**src/rtl/demux_code_reg_bank_pkg.sv**
```systemverilog
// Shared definitions for the RTC register-code path:
// code width, register codes, bank size and write FSM states.
package rtc_code_pkg;

   localparam int CODE_W   = 4;
   localparam int NCODE    = 1 << CODE_W;
   localparam int NREG_DEF = 9;
   localparam int DW_DEF   = 8;

   localparam logic [CODE_W-1:0] CODE_SEG  = 4'd0;
   localparam logic [CODE_W-1:0] CODE_MIN  = 4'd1;
   localparam logic [CODE_W-1:0] CODE_HOR  = 4'd2;
   localparam logic [CODE_W-1:0] CODE_DIA  = 4'd3;
   localparam logic [CODE_W-1:0] CODE_MES  = 4'd4;
   localparam logic [CODE_W-1:0] CODE_ANO  = 4'd5;
   localparam logic [CODE_W-1:0] CODE_TSEG = 4'd6;
   localparam logic [CODE_W-1:0] CODE_TMIN = 4'd7;
   localparam logic [CODE_W-1:0] CODE_THOR = 4'd8;

   typedef enum logic [1:0] {
      ST_IDLE  = 2'd0,
      ST_WRITE = 2'd1,
      ST_ACK   = 2'd2
   } wr_state_e;

endpackage

```
**src/rtl/demux_code_reg_bank_decoder.sv**
```systemverilog
// One-hot write-enable decoder: 4-bit register code
// plus enable to a 16-bit one-hot vector.
module code_decoder_onehot
   import rtc_code_pkg::*;
(
   input  logic [CODE_W-1:0] code_i,
   input  logic              en_i,
   output logic [NCODE-1:0]  onehot_o
);

   // Exactly one bit set when enabled, none otherwise
   always_comb begin
      onehot_o = '0;
      if (en_i) begin
         onehot_o[code_i] = 1'b1;
      end
   end

endmodule

```
**src/rtl/demux_code_reg_bank.sv**
```systemverilog
// Register bank fed by the code mux under a four-phase
// req/ack handshake, with registered read-back port.
module demux_code_reg_bank
   import rtc_code_pkg::*;
#(
   parameter int NREG = NREG_DEF,
   parameter int DW   = DW_DEF
)
(
   input  logic              clk,
   input  logic              reset,
   input  logic [CODE_W-1:0] Code_Dmux,
   input  logic [DW-1:0]     Data_In,
   input  logic              Wr_Req,
   output logic              Wr_Ack,
   output logic              Wr_Err,
   input  logic [CODE_W-1:0] Rd_Code,
   output logic [DW-1:0]     Data_Out,
   output logic [NREG-1:0]   Reg_Valid
);

   // Codes at or above NREG fall outside this mask
   localparam logic [NCODE-1:0] VALID_MASK =
      (NREG >= NCODE) ? '1 : NCODE'((1 << NREG) - 1);

   wr_state_e         state_q, state_d;
   logic [CODE_W-1:0] code_q, code_d;
   logic [DW-1:0]     data_q, data_d;
   logic              ack_q, ack_d;
   logic              err_q, err_d;
   logic [DW-1:0]     dout_q, dout_d;
   logic [DW-1:0]     bank_q [NREG];
   logic [NREG-1:0]   valid_q;
   logic [NCODE-1:0]  onehot;
   logic [NREG-1:0]   we;
   logic              wr_bad;

   code_decoder_onehot u_dec (
      .code_i   (code_q),
      .en_i     (state_q == ST_WRITE),
      .onehot_o (onehot)
   );

   assign we     = onehot[NREG-1:0];
   assign wr_bad = |(onehot & ~VALID_MASK);

   // Handshake FSM: capture in IDLE, commit in WRITE, hold ack
   always_comb begin
      state_d = state_q;
      code_d  = code_q;
      data_d  = data_q;
      ack_d   = ack_q;
      err_d   = 1'b0;
      unique case (state_q)
         ST_IDLE: begin
            ack_d = 1'b0;
            if (Wr_Req) begin
               code_d  = Code_Dmux;
               data_d  = Data_In;
               state_d = ST_WRITE;
            end
         end
         ST_WRITE: begin
            err_d   = wr_bad;
            state_d = ST_ACK;
         end
         ST_ACK: begin
            ack_d = Wr_Req;
            if (!Wr_Req) begin
               state_d = ST_IDLE;
            end
         end
         default: begin
            state_d = ST_IDLE;
            ack_d   = 1'b0;
         end
      endcase
   end

   // Control, holding and status registers
   always_ff @(posedge clk) begin
      if (reset) begin
         state_q <= ST_IDLE;
         code_q  <= '0;
         data_q  <= '0;
         ack_q   <= 1'b0;
         err_q   <= 1'b0;
      end else begin
         state_q <= state_d;
         code_q  <= code_d;
         data_q  <= data_d;
         ack_q   <= ack_d;
         err_q   <= err_d;
      end
   end

   // Bank storage and sticky written flags
   always_ff @(posedge clk) begin
      if (reset) begin
         for (int i = 0; i < NREG; i++) begin
            bank_q[i] <= '0;
         end
         valid_q <= '0;
      end else begin
         for (int i = 0; i < NREG; i++) begin
            if (we[i]) begin
               bank_q[i]  <= data_q;
               valid_q[i] <= 1'b1;
            end
         end
      end
   end

   // Read mux; unimplemented codes read as zero
   always_comb begin
      dout_d = '0;
      for (int i = 0; i < NREG; i++) begin
         if (Rd_Code == CODE_W'(i)) begin
            dout_d = bank_q[i];
         end
      end
   end

   // Registered read data, one cycle behind Rd_Code
   always_ff @(posedge clk) begin
      if (reset) begin
         dout_q <= '0;
      end else begin
         dout_q <= dout_d;
      end
   end

   assign Wr_Ack    = ack_q;
   assign Wr_Err    = err_q;
   assign Data_Out  = dout_q;
   assign Reg_Valid = valid_q;

endmodule
```
**config.mk**
```make
export PLATFORM = sky130hd
export DESIGN_NAME = demux_code_reg_bank
export DESIGN_NICKNAME = d
export VERILOG_FILES = /design/src/rtl/demux_code_reg_bank_pkg.sv /design/src/rtl/demux_code_reg_bank_decoder.sv /design/src/rtl/demux_code_reg_bank.sv
export SDC_FILE = /design/constraint.sdc
export NUM_CORES = 1
export LEC_CHECK = 0
export CAP_MARGIN = 0
export CORE_MARGIN = 2
export CORE_UTILIZATION = 56
export DETAILED_ROUTE_END_ITERATION = 16
export GPL_TIMING_DRIVEN = 0
export PLACE_DENSITY = 0.78
export SLEW_MARGIN = 20
export SYNTH_ARGS = -nofsm -noshare
export SYNTH_HDL_FRONTEND = slang
export SYNTH_SLANG_ARGS = --single-unit
```
**constraint.sdc**
```tcl
create_clock -name clk -period 1.7 [get_ports clk]
set_input_delay 0.17 -clock clk [delete_from_list [all_inputs] [get_ports clk]]
set_output_delay 0.17 -clock clk [all_outputs]
set_load 0.05 [all_outputs]
```
==> results of run 1 <==
[cells by family (layout without fill, tap and decap cells)]
logic type             after synthesis  in the layout  share of synthesized area [%]
buffers and inverters               21             73                           2.24
flip-flops                         105            105                           68.3
multiplexers                        18             18                           4.39
AO/OA/AOI/OAI                       78             78                           12.2
AND/OR/NAND/NOR                     98             99                           12.9
[metrics by stage]
step | area (sq um) | hold slack [ns] | instances | worst slack, ns | TNS [ns]
after floorplan | 4130 | 0.306 | 320 | 0.139 | 0
after global placement | 4600 | 0.440 | 453 | -0.425 | -28.07
after detailed placement | 4600 | 0.444 | 453 | -0.452 | -33.30
after CTS | 4820 | 0.235 | 471 | -0.0302 | -0.170
after global routing | 4920 | 0.258 | 472 | -0.00767 | -0.0174
final | 4920 | 0.257 | 472 | 0.0294 | 0
[where the power goes]
part | internal (uW) | switching, uW | total (uW)
Combinational | 180 | 283 | 463
Sequential | 2840 | 51.7 | 2890
Clock | 556 | 884 | 1440
[Yosys cell counts, drive strengths merged, types with 2 or more instances]
cell,n,share of area (%)
inv,2,0.18
mux2i,17,4.1
a31oi,4,0.61
nand2,27,2.5
nand3b,2,0.36
nor3b,10,1.9
a21o,7,1.3
a31o,3,0.64
o21ai,14,1.7
and2,8,1.2
nor4,2,0.30
or3b,2,0.42
dfxtp,33,16
clkbuf,11,1.0
o221a,6,1.6
edfxtp,72,52
nor2,23,2.1
nand2b,2,0.30
nor3,4,0.73
nor2b,13,2.0
o2bb2ai,6,1.3
buf,8,1.1
a21oi,34,4.1
[worst paths after layout]
check | to | cells past startpoint
worst max-delay path | Wr_Err | 1
worst min-delay path | Data_Out[3]$_SDFF_PP0_ | 3
worst max register to register | bank_q[0][16]$_DFFE_PP_ | 4
worst min register to register | data_q[6]$_SDFFE_PP0P_ | 2
[layer usage]
metal | GRT usage, % | part of all wire [%] | vias to the layer above
li1 | - | - | 1286
met1 | 27.8 | 43 | 1300
met2 | 35.2 | 49 | 85
met3 | 3.19 | 5.3 | 13
met4 | 9.49 | 2.1 | 0
met5 | 0 | 0 | -
[cell type report]
cell class / instances / area [sq um]
repair buffers: 38 / 397
multi-input cells: 195 / 1300
flip-flops and latches: 105 / 2820
clock buffers: 10 / 128
clock inverters: 6 / 48.8
plain buffers: 17 / 86.3
inverters: 2 / 7.51
well taps: 99 / 124
fillers: 542 / 2300
[flip-flops by register name (all words and copies together), names as in the netlist]
name       flops
Wr_Err         1
Data_Out       8
bank_q        72
state_q        2
Reg_Valid      9
code_q         4
data_q         8
Wr_Ack         1
[what timing repair did]
item,in CTS,in global routing
pin swaps,3,4
cloned,0,1
setup endpoints to repair,142,150
setup buffers,2,2
gates resized for setup,23,25
==> run_results.csv, run 1 <==
group,metric,value,unit
outcome,status,"finished clean",
die,die_w,89.9,um
die,num_rows,31,
die,die_h,89.9,um
power,powerDensity,974,nW/um^2
die,start_util,57.3,%
worst_setup_path,worstPathCellList,"clkdlybuf4s50_1",
timing,layout_min_cycle_time,1.67,ns
global_route,grt_max_degree,20,
finish,final_cell_mix,"72 x edfxtp_1, 34 x a21oi_1, 32 x dfxtp_1, 27 x nand2_1, 23 x nor2_1",
worst_hold_path,min_from,"Rd_Code[3]",
worst_setup_path,rrSetupSlack,0.07,ns
worst_setup_path,worstPathMaxFanout,1,
worst_setup_path,crit_type,"reg2out",
synth,async_reset_ff_share,0,%
worst_setup_path,cp.required,1.53,ns
worst_setup_path,crit_buf_inv,1,
finish,utilization,68.2,%
finish,syn_to_final_growth,19.0,%
die,dieArea,8080,sq um
synth,synthCells,320,
power,vdd_ir_drop_max,0.517,mV
cts,cts_made_buffers,9,
cts,cts_tree,"done",
timing,hold_viol,0,
timing,maxSlewHeadroom,50.6,%
synth,mappedNetlistArea,4130,sq um
die,fp.coreArea,7210,sq um
placed_design,dp_hpwl,5.72,mm
job,drv_cap,0,
global_route,gr-total-overflow,0,
worst_setup_path,cp_slowest_cell,"clkdlybuf4s50_1",
timing,layout_worst_path_cycle_share,98.3,%
detailed_routing,initialDrtViolationCount,152,
worst_setup_path,crit_path_start_kind,"flop",
worst_setup_path,cp-startpoint,"Wr_Err$_SDFF_PP0_",
timing,worst_slew_pin_slew,0.739,ns
synth,ys.warnings.count,0,
synth,synth_seq_area_share,68.3,%
finish,diodes,0,
cts,cts_buffer_depth,2,
power,total_power,4790,uW
cts,insertion_delay,0.38,ns
power,leakage,0.00191,uW
placed_design,gp_congestion,0.879,
detailed_routing,vias,2684,
worst_setup_path,crit_arrival,1.50,ns
synth,ys_ff_latch,105,
synth,synthFlopType,"edfxtp_1",
timing,max_freq,599,MHz
cts,cts_hold_buf,0,
global_route,antenna_found_initial,0,
detailed_routing,wirelength,8.47,mm
detailed_routing,ant_nets,0,
global_route,grt_pass1_wl,13.2,mm
synth,yosys.cell_types.count,38,
detailed_routing,routedWlPerCell,18.0,um
synth,avgSynthCellArea,12.9,sq um
die,io_pins,38,
timing,finClkSkew,0.0121,ns
timing,drv_slew,0,
cts,clk_pin_slew_worst_paths,0.10,ns
worst_setup_path,end_kind,"primary output",
cts,htreeDepth,3,
global_route,grt_usage,21.1,%
global_route,grt_pass1_vias,2660,
finish,drive_gt1_share,15.8,%
detailed_routing,drc,0,
worst_setup_path,reg2reg_from,"state_q[1]$_SDFFE_PP0P_",
detailed_routing,vias_per_cell,5.69,
synth,syn-num-nets,339,
placed_design,io_buffers,34,
timing,setup_viol,0,
detailed_routing,dr.pass1.iters,4,
cts,cts-root-buf,"clkbuf_8",
synth,synth_edf_count,72,
worst_setup_path,cp_top_family,"buffers and inverters",
finish,final_nets,387,
worst_setup_path,cp_slowest_stage_delay,0.80,ns
cts,clock-sinks,105,
worst_hold_path,hp-class,"in2reg",
finish,final_common_cell,"edfxtp_1",
No activity file was read; power rests on OpenSTA's default activity.
==> inputs of run 2 (changes only) <==
--- a/config.mk
+++ b/config.mk
@@ -11,6 +11,7 @@
 export DETAILED_ROUTE_END_ITERATION = 16
 export GPL_TIMING_DRIVEN = 0
 export PLACE_DENSITY = 0.78
+export SETUP_SLACK_MARGIN = 0.3
 export SLEW_MARGIN = 20
 export SYNTH_ARGS = -nofsm -noshare
 export SYNTH_HDL_FRONTEND = slang
==> run 2 against run 1 <==
Compared with the run above:
- cell count grew 5.3%
- global-route usage up 1.3 points
- wire length rose by 7.4%
- critical endpoint is now bank_q[0][69]$_DFFE_PP_
- largest power group unchanged
==> run_results.csv, run 2 (same netlist as run 1, synthesis figures left out) <==
group,metric,value,unit
finish,final_common_cell,"edfxtp_1",
detailed_routing,ant_nets,0,
power,p_int,3750,uW
cts,cts_made_buffers,9,
timing,worst_slew_pin_slew,0.613,ns
die,dieArea,8080,sq um
placed_design,dpl_worst_slack,-0.457,ns
timing,layout_setup_ws,0.212,ns
detailed_routing,routedWlPerCell,18.3,um
timing,setup_viol,0,
cts,htreeDepth,3,
global_route,antenna_found_initial,0,
cts,insertion_delay,0.37,ns
detailed_routing,vias,2805,
worst_setup_path,cp_slowest_stage_delay,0.33,ns
worst_setup_path,crit_path_start_kind,"flop",
outcome,status,"finished clean",
finish,largest_reg_flops,72,
detailed_routing,dr.pass1.iters,5,
finish,largest-register,"bank_q",
finish,final_nets,412,
timing,finClkSkew,0.0123,ns
power,leakage,0.00195,uW
global_route,grt_max_degree,18,
worst_hold_path,hp-class,"in2reg",
global_route,grt_pass1_vias,2712,
die,fp.coreArea,7210,sq um
power,powerDensity,952,nW/um^2
placed_design,io_buffers,34,
global_route,grt_usage,22.4,%
cts,cts_tree,"done",
die,die_h,89.9,um
power,clkPwrFrac,30.5,%
finish,drive_gt1_share,27.1,%
detailed_routing,vias_per_cell,5.64,
power,seq_power_share,58.4,%
detailed_routing,wirelength,9.10,mm
cts,cts-root-buf,"clkbuf_8",
cts,cts_buffer_depth,2,
worst_setup_path,cp.required,1.93,ns
timing,maxSlewHeadroom,59.1,%
power,combPwrFrac,11.1,%
global_route,grt_pass1_wl,13.8,mm
timing,layout_min_cycle_time,1.49,ns
worst_setup_path,worstPathMaxFanout,5,
timing,layout_worst_path_cycle_share,87.5,%
finish,diodes,0,
worst_setup_path,end_kind,"flop",
power,netSwitchingPower,1200,uW
timing,totalNegativeSetupSlack,0,ns
cts,clk_pin_slew_worst_paths,0.09,ns
placed_design,dp_hpwl,5.50,mm
finish,syn_to_final_growth,25.6,%
global_route,gr-total-overflow,0,
worst_setup_path,crit_arrival,1.72,ns
detailed_routing,initialDrtViolationCount,200,
finish,finalNonFillerCells,497,
power,swShare,24.2,%
worst_setup_path,path_common_cell,"nor3_4",
placed_design,placedCellCount,453,
power,vdd_ir_drop_max,0.570,mV
timing,drv_slew,0,
die,num_rows,31,
timing,rsz0062_at_grt,"yes",
detailed_routing,drc,0,
job,drv_cap,0,
die,io_pins,38,
finish,utilization,72.0,%
timing,holdWs,0.264,ns
timing,hold_viol,0,
cts,clock-sinks,105,
timing,max_freq,672,MHz
die,start_util,57.3,%
die,die_w,89.9,um
worst_setup_path,cp_slowest_cell,"dfxtp_2",
placed_design,gp_congestion,0.873,
worst_setup_path,crit_type,"reg2reg",
finish,final_cell_mix,"72 x edfxtp_1, 34 x a21oi_1, 28 x dfxtp_1, 27 x nand2_1, 23 x buf_4",
worst_setup_path,worstPathCellList,"buf_6 -> nor3_4 -> nor2b_4 -> buf_12 -> nor3_4 -> buf_4 -> and2_4",
[run 2: cell count changes in the layout (fill, tap and decap cells not counted), moves of 5 or more]
| cell | before | now |
|---|---|---|
| dlymetal6s2s_1 | 8 | 0 |
| clkbuf_2 | 0 | 12 |
| a21o_4 | 1 | 6 |
| buf_6 | 1 | 6 |
| clkdlybuf4s15_1 | 0 | 6 |
| a21o_2 | 5 | 0 |
| clkdlybuf4s50_1 | 21 | 13 |
| buf_4 | 5 | 23 |
[run 2: layout make-up]
type,instances,area (sq um)
Clock buffer,11,131
Multi-Input combinational cell,199,1430
Buffer,19,119
Inverter,2,7.51
Clock inverter,5,57.6
Fill cell,485,2020
Tap cell,99,124
Sequential cell,105,2830
Timing Repair Buffer,57,489
[run 2: power by group through the flow]
stage          clock, uW  sequential (uW)  combinational [uW]
2_1_floorplan          0             2980                 255
3_3_place_gp           0             2930                 448
3_5_place_dp           0             2940                 457
4_1_cts             1500             2880                 509
5_1_grt             1580             2900                 593
6_report            1510             2880                 551
[run 2: metrics by stage]
stage	power, uW	instance area [sq um]
3_3_place_gp	3380	4650
6_report	4940	5190
5_1_grt	5070	5190
3_5_place_dp	3390	4650
2_1_floorplan	3240	4190
4_1_cts	4880	5070
[run 2: what timing repair did]
action | in CTS | in global routing
setup endpoints to repair | 171 | 170
hold endpoints to repair | 0 | 0
pin swaps | 9 | 11
resized for setup | 80 | 41
hold buffers | 0 | 0
cloned | 2 | 3
setup buffers | 13 | 10
[run 2: path summary, 6_finish.rpt]
kind / depth (start not counted) / startpoint / slack, ns / end
max reg2reg: 7 / code_q[0]$_SDFFE_PP0P_ / 0.21 / bank_q[0][69]$_DFFE_PP_
min reg2reg: 2 / Wr_Ack$_SDFFE_PP0N_ / 0.47 / Wr_Ack$_SDFFE_PP0N_
min: 3 / Rd_Code[3] / 0.26 / Data_Out[3]$_SDFF_PP0_
max: 7 / code_q[0]$_SDFFE_PP0P_ / 0.21 / bank_q[0][69]$_DFFE_PP_
[run 2: worst max-delay path, delay by kind of cell (launching register included)]
family        cells  cell delay [ns]
buf+inv           3             0.39
simple gates      4             0.62
flops             1             0.33
[run 2: metal layers]
layer / GRT usage (%) / wire length [um]
met5: 0 / 0
met4: 11.5 / 217
met3: 3.52 / 547
met2: 36.5 / 4520
met1: 29.3 / 3820
==> inputs of run 3 (changes only) <==
--- a/config.mk
+++ b/config.mk
@@ -6,6 +6,7 @@
 export NUM_CORES = 1
 export LEC_CHECK = 0
 export CAP_MARGIN = 0
+export CORE_ASPECT_RATIO = 1.25
 export CORE_MARGIN = 2
 export CORE_UTILIZATION = 56
 export DETAILED_ROUTE_END_ITERATION = 16
==> run 3 against run 2 <==
Compared with the run above:
- sequential power hardly changed
- critical path depth shrank 1
- maximum frequency grew 3.1%
- die area about the same
- highest routed layer unchanged
- first-iteration DRC count up 17%
- final area shrank 0.51%
- clock skew about the same
- total power rose by 3.3%
- flip-flop and latch count unchanged
- clock-buffer cell count decreased by 2
- non-clock buffer count fell by 5
==> run_results.csv, run 3 (same netlist as run 1, synthesis figures left out) <==
group,metric,value,unit
finish,final_cell_mix,"72 x edfxtp_1, 34 x a21oi_1, 28 x dfxtp_1, 27 x nand2_1, 23 x nor2_1",
cts,cts_made_buffers,9,
cts,insertion_delay,0.36,ns
power,p_int,3890,uW
cts,cts-root-buf,"clkbuf_8",
detailed_routing,dr.pass1.iters,4,
timing,max_freq,693,MHz
timing,layout_min_cycle_time,1.44,ns
placed_design,placedCellCount,446,
worst_setup_path,cp_slowest_cell,"dfxtp_2",
timing,hold_viol,0,
worst_setup_path,worstPathMaxFanout,8,
detailed_routing,ant_nets,0,
worst_setup_path,crit_arrival,1.66,ns
power,combPwrFrac,10.7,%
cts,clock-sinks,105,
worst_setup_path,cp_slowest_stage_delay,0.33,ns
placed_design,dp_hpwl,5.76,mm
placed_design,post_dp_cell_area,4650,sq um
die,num_rows,35,
timing,setup_viol,0,
detailed_routing,routedWlPerCell,18.9,um
timing,layout_worst_path_cycle_share,84.9,%
die,die_h,100,um
finish,largest-register,"bank_q",
die,fp.coreArea,7270,sq um
power,vdd_ir_drop_max,0.736,mV
power,leakage,0.00193,uW
finish,final_common_cell,"edfxtp_1",
global_route,grt_pass1_wl,14.2,mm
timing,holdWs,0.270,ns
timing,worst_slew_pin_slew,0.618,ns
job,drv_cap,0,
placed_design,io_buffers,34,
die,dieArea,8090,sq um
worst_hold_path,hp-class,"in2reg",
finish,postLayoutCellArea,5170,sq um
power,total_power,5100,uW
cts,cts_tree,"done",
global_route,grt_usage,23.7,%
finish,largest_reg_flops,72,
detailed_routing,vias_per_cell,5.72,
worst_setup_path,cp.required,1.92,ns
finish,diodes,0,
finish,drive_gt1_share,25.9,%
outcome,status,"finished clean",
die,io_pins,38,
timing,drv_slew,0,
cts,cts_buffer_depth,2,
power,swShare,23.7,%
finish,syn_to_final_growth,25.0,%
global_route,gr-total-overflow,0,
timing,maxSlewHeadroom,58.8,%
worst_setup_path,crit_buf_inv,2,
die,start_util,56.9,%
timing,rsz0062_at_grt,"yes",
worst_setup_path,cp_top_family,"simple AND/OR/NAND/NOR gates",
worst_setup_path,worstPathCellList,"buf_8 -> nor3_4 -> nor2b_4 -> nor3_4 -> buf_6 -> and2_4",
cts,clk_pin_slew_worst_paths,0.10,ns
timing,totalNegativeSetupSlack,0,ns
power,seq_power_share,56.5,%
worst_setup_path,path_common_cell,"nor3_4",
placed_design,gp_congestion,0.843,
cts,cts_hold_buf,0,
worst_setup_path,end_kind,"flop",
worst_setup_path,crit_type,"reg2reg",
power,netSwitchingPower,1210,uW
power,clkPwrFrac,32.8,%
global_route,grt_pass1_vias,2743,
power,powerDensity,988,nW/um^2
detailed_routing,wirelength,9.13,mm
global_route,grt_max_degree,18,
die,die_w,80.8,um
finish,finalNonFillerCells,482,
global_route,antenna_found_initial,0,
cts,htreeDepth,3,
timing,finClkSkew,0.0121,ns
finish,final_nets,404,
worst_setup_path,crit_path_start_kind,"flop",
detailed_routing,initialDrtViolationCount,233,
detailed_routing,vias,2758,
detailed_routing,drc,0,
-- run 3: final cells by class --
cell class                      instances  area [sq um]
Multi-Input combinational cell        196          1410
Tap cell                               92           115
Fill cell                             518          2100
Inverter                                2          7.51
Buffer                                 19           118
Clock buffer                            9           124
Timing Repair Buffer                   52           474
Clock inverter                          7          93.8
Sequential cell                       105          2830
-- run 3: per-layer routing --
layer / wire [um] / track usage, % / up-vias
met1: 3750 / 28.8 / 1348
met2: 4810 / 41.4 / 76
li1: - / - / 1316
met4: 199 / 9.13 / 0
met5: 0 / 0 / -
met3: 373 / 4.50 / 18
-- run 3: path summary, 6_finish.rpt --
| kind | startpoint | to | slack (ns) | cells past startpoint |
|---|---|---|---|---|
| min | Rd_Code[3] | Data_Out[3]$_SDFF_PP0_ | 0.27 | 3 |
| max | code_q[0]$_SDFFE_PP0P_ | bank_q[0][62]$_DFFE_PP_ | 0.26 | 6 |
| min reg2reg | data_q[5]$_SDFFE_PP0P_ | data_q[5]$_SDFFE_PP0P_ | 0.46 | 2 |
| max reg2reg | code_q[0]$_SDFFE_PP0P_ | bank_q[0][62]$_DFFE_PP_ | 0.26 | 6 |
-- run 3: timing repair --
action,CTS,global route
gates cloned,2,0
setup endpoints to repair,171,165
buffers inserted,10,8
gates resized for setup,81,31
pin swaps,9,7
-- run 3: metrics by stage --
stage / utilization, % / worst slack [ns]
6_report: 71.1 / 0.257
5_1_grt: 71.1 / 0.196
4_1_cts: 69.8 / 0.222
3_5_place_dp: 63.9 / -0.409
3_3_place_gp: 63.9 / -0.417
2_1_floorplan: - / 0.240
-- run 3: power by group through the flow --
stage / Combinational [uW] / Clock [uW] / Sequential [uW]
floorplan: 255 / 0 / 2980
global placement: 449 / 0 / 2930
detailed placement: 459 / 0 / 2940
CTS: 505 / 1670 / 2880
global route: 585 / 1770 / 2900
finish: 545 / 1670 / 2880
-- run 3: worst register-to-register path: stages, from the launching register on --
cell and delay, ns:
dfxtp_2 0.33, buf_8 0.13, nor3_4 0.24, nor2b_4 0.10, nor3_4 0.19, buf_6 0.15
and2_4 0.17
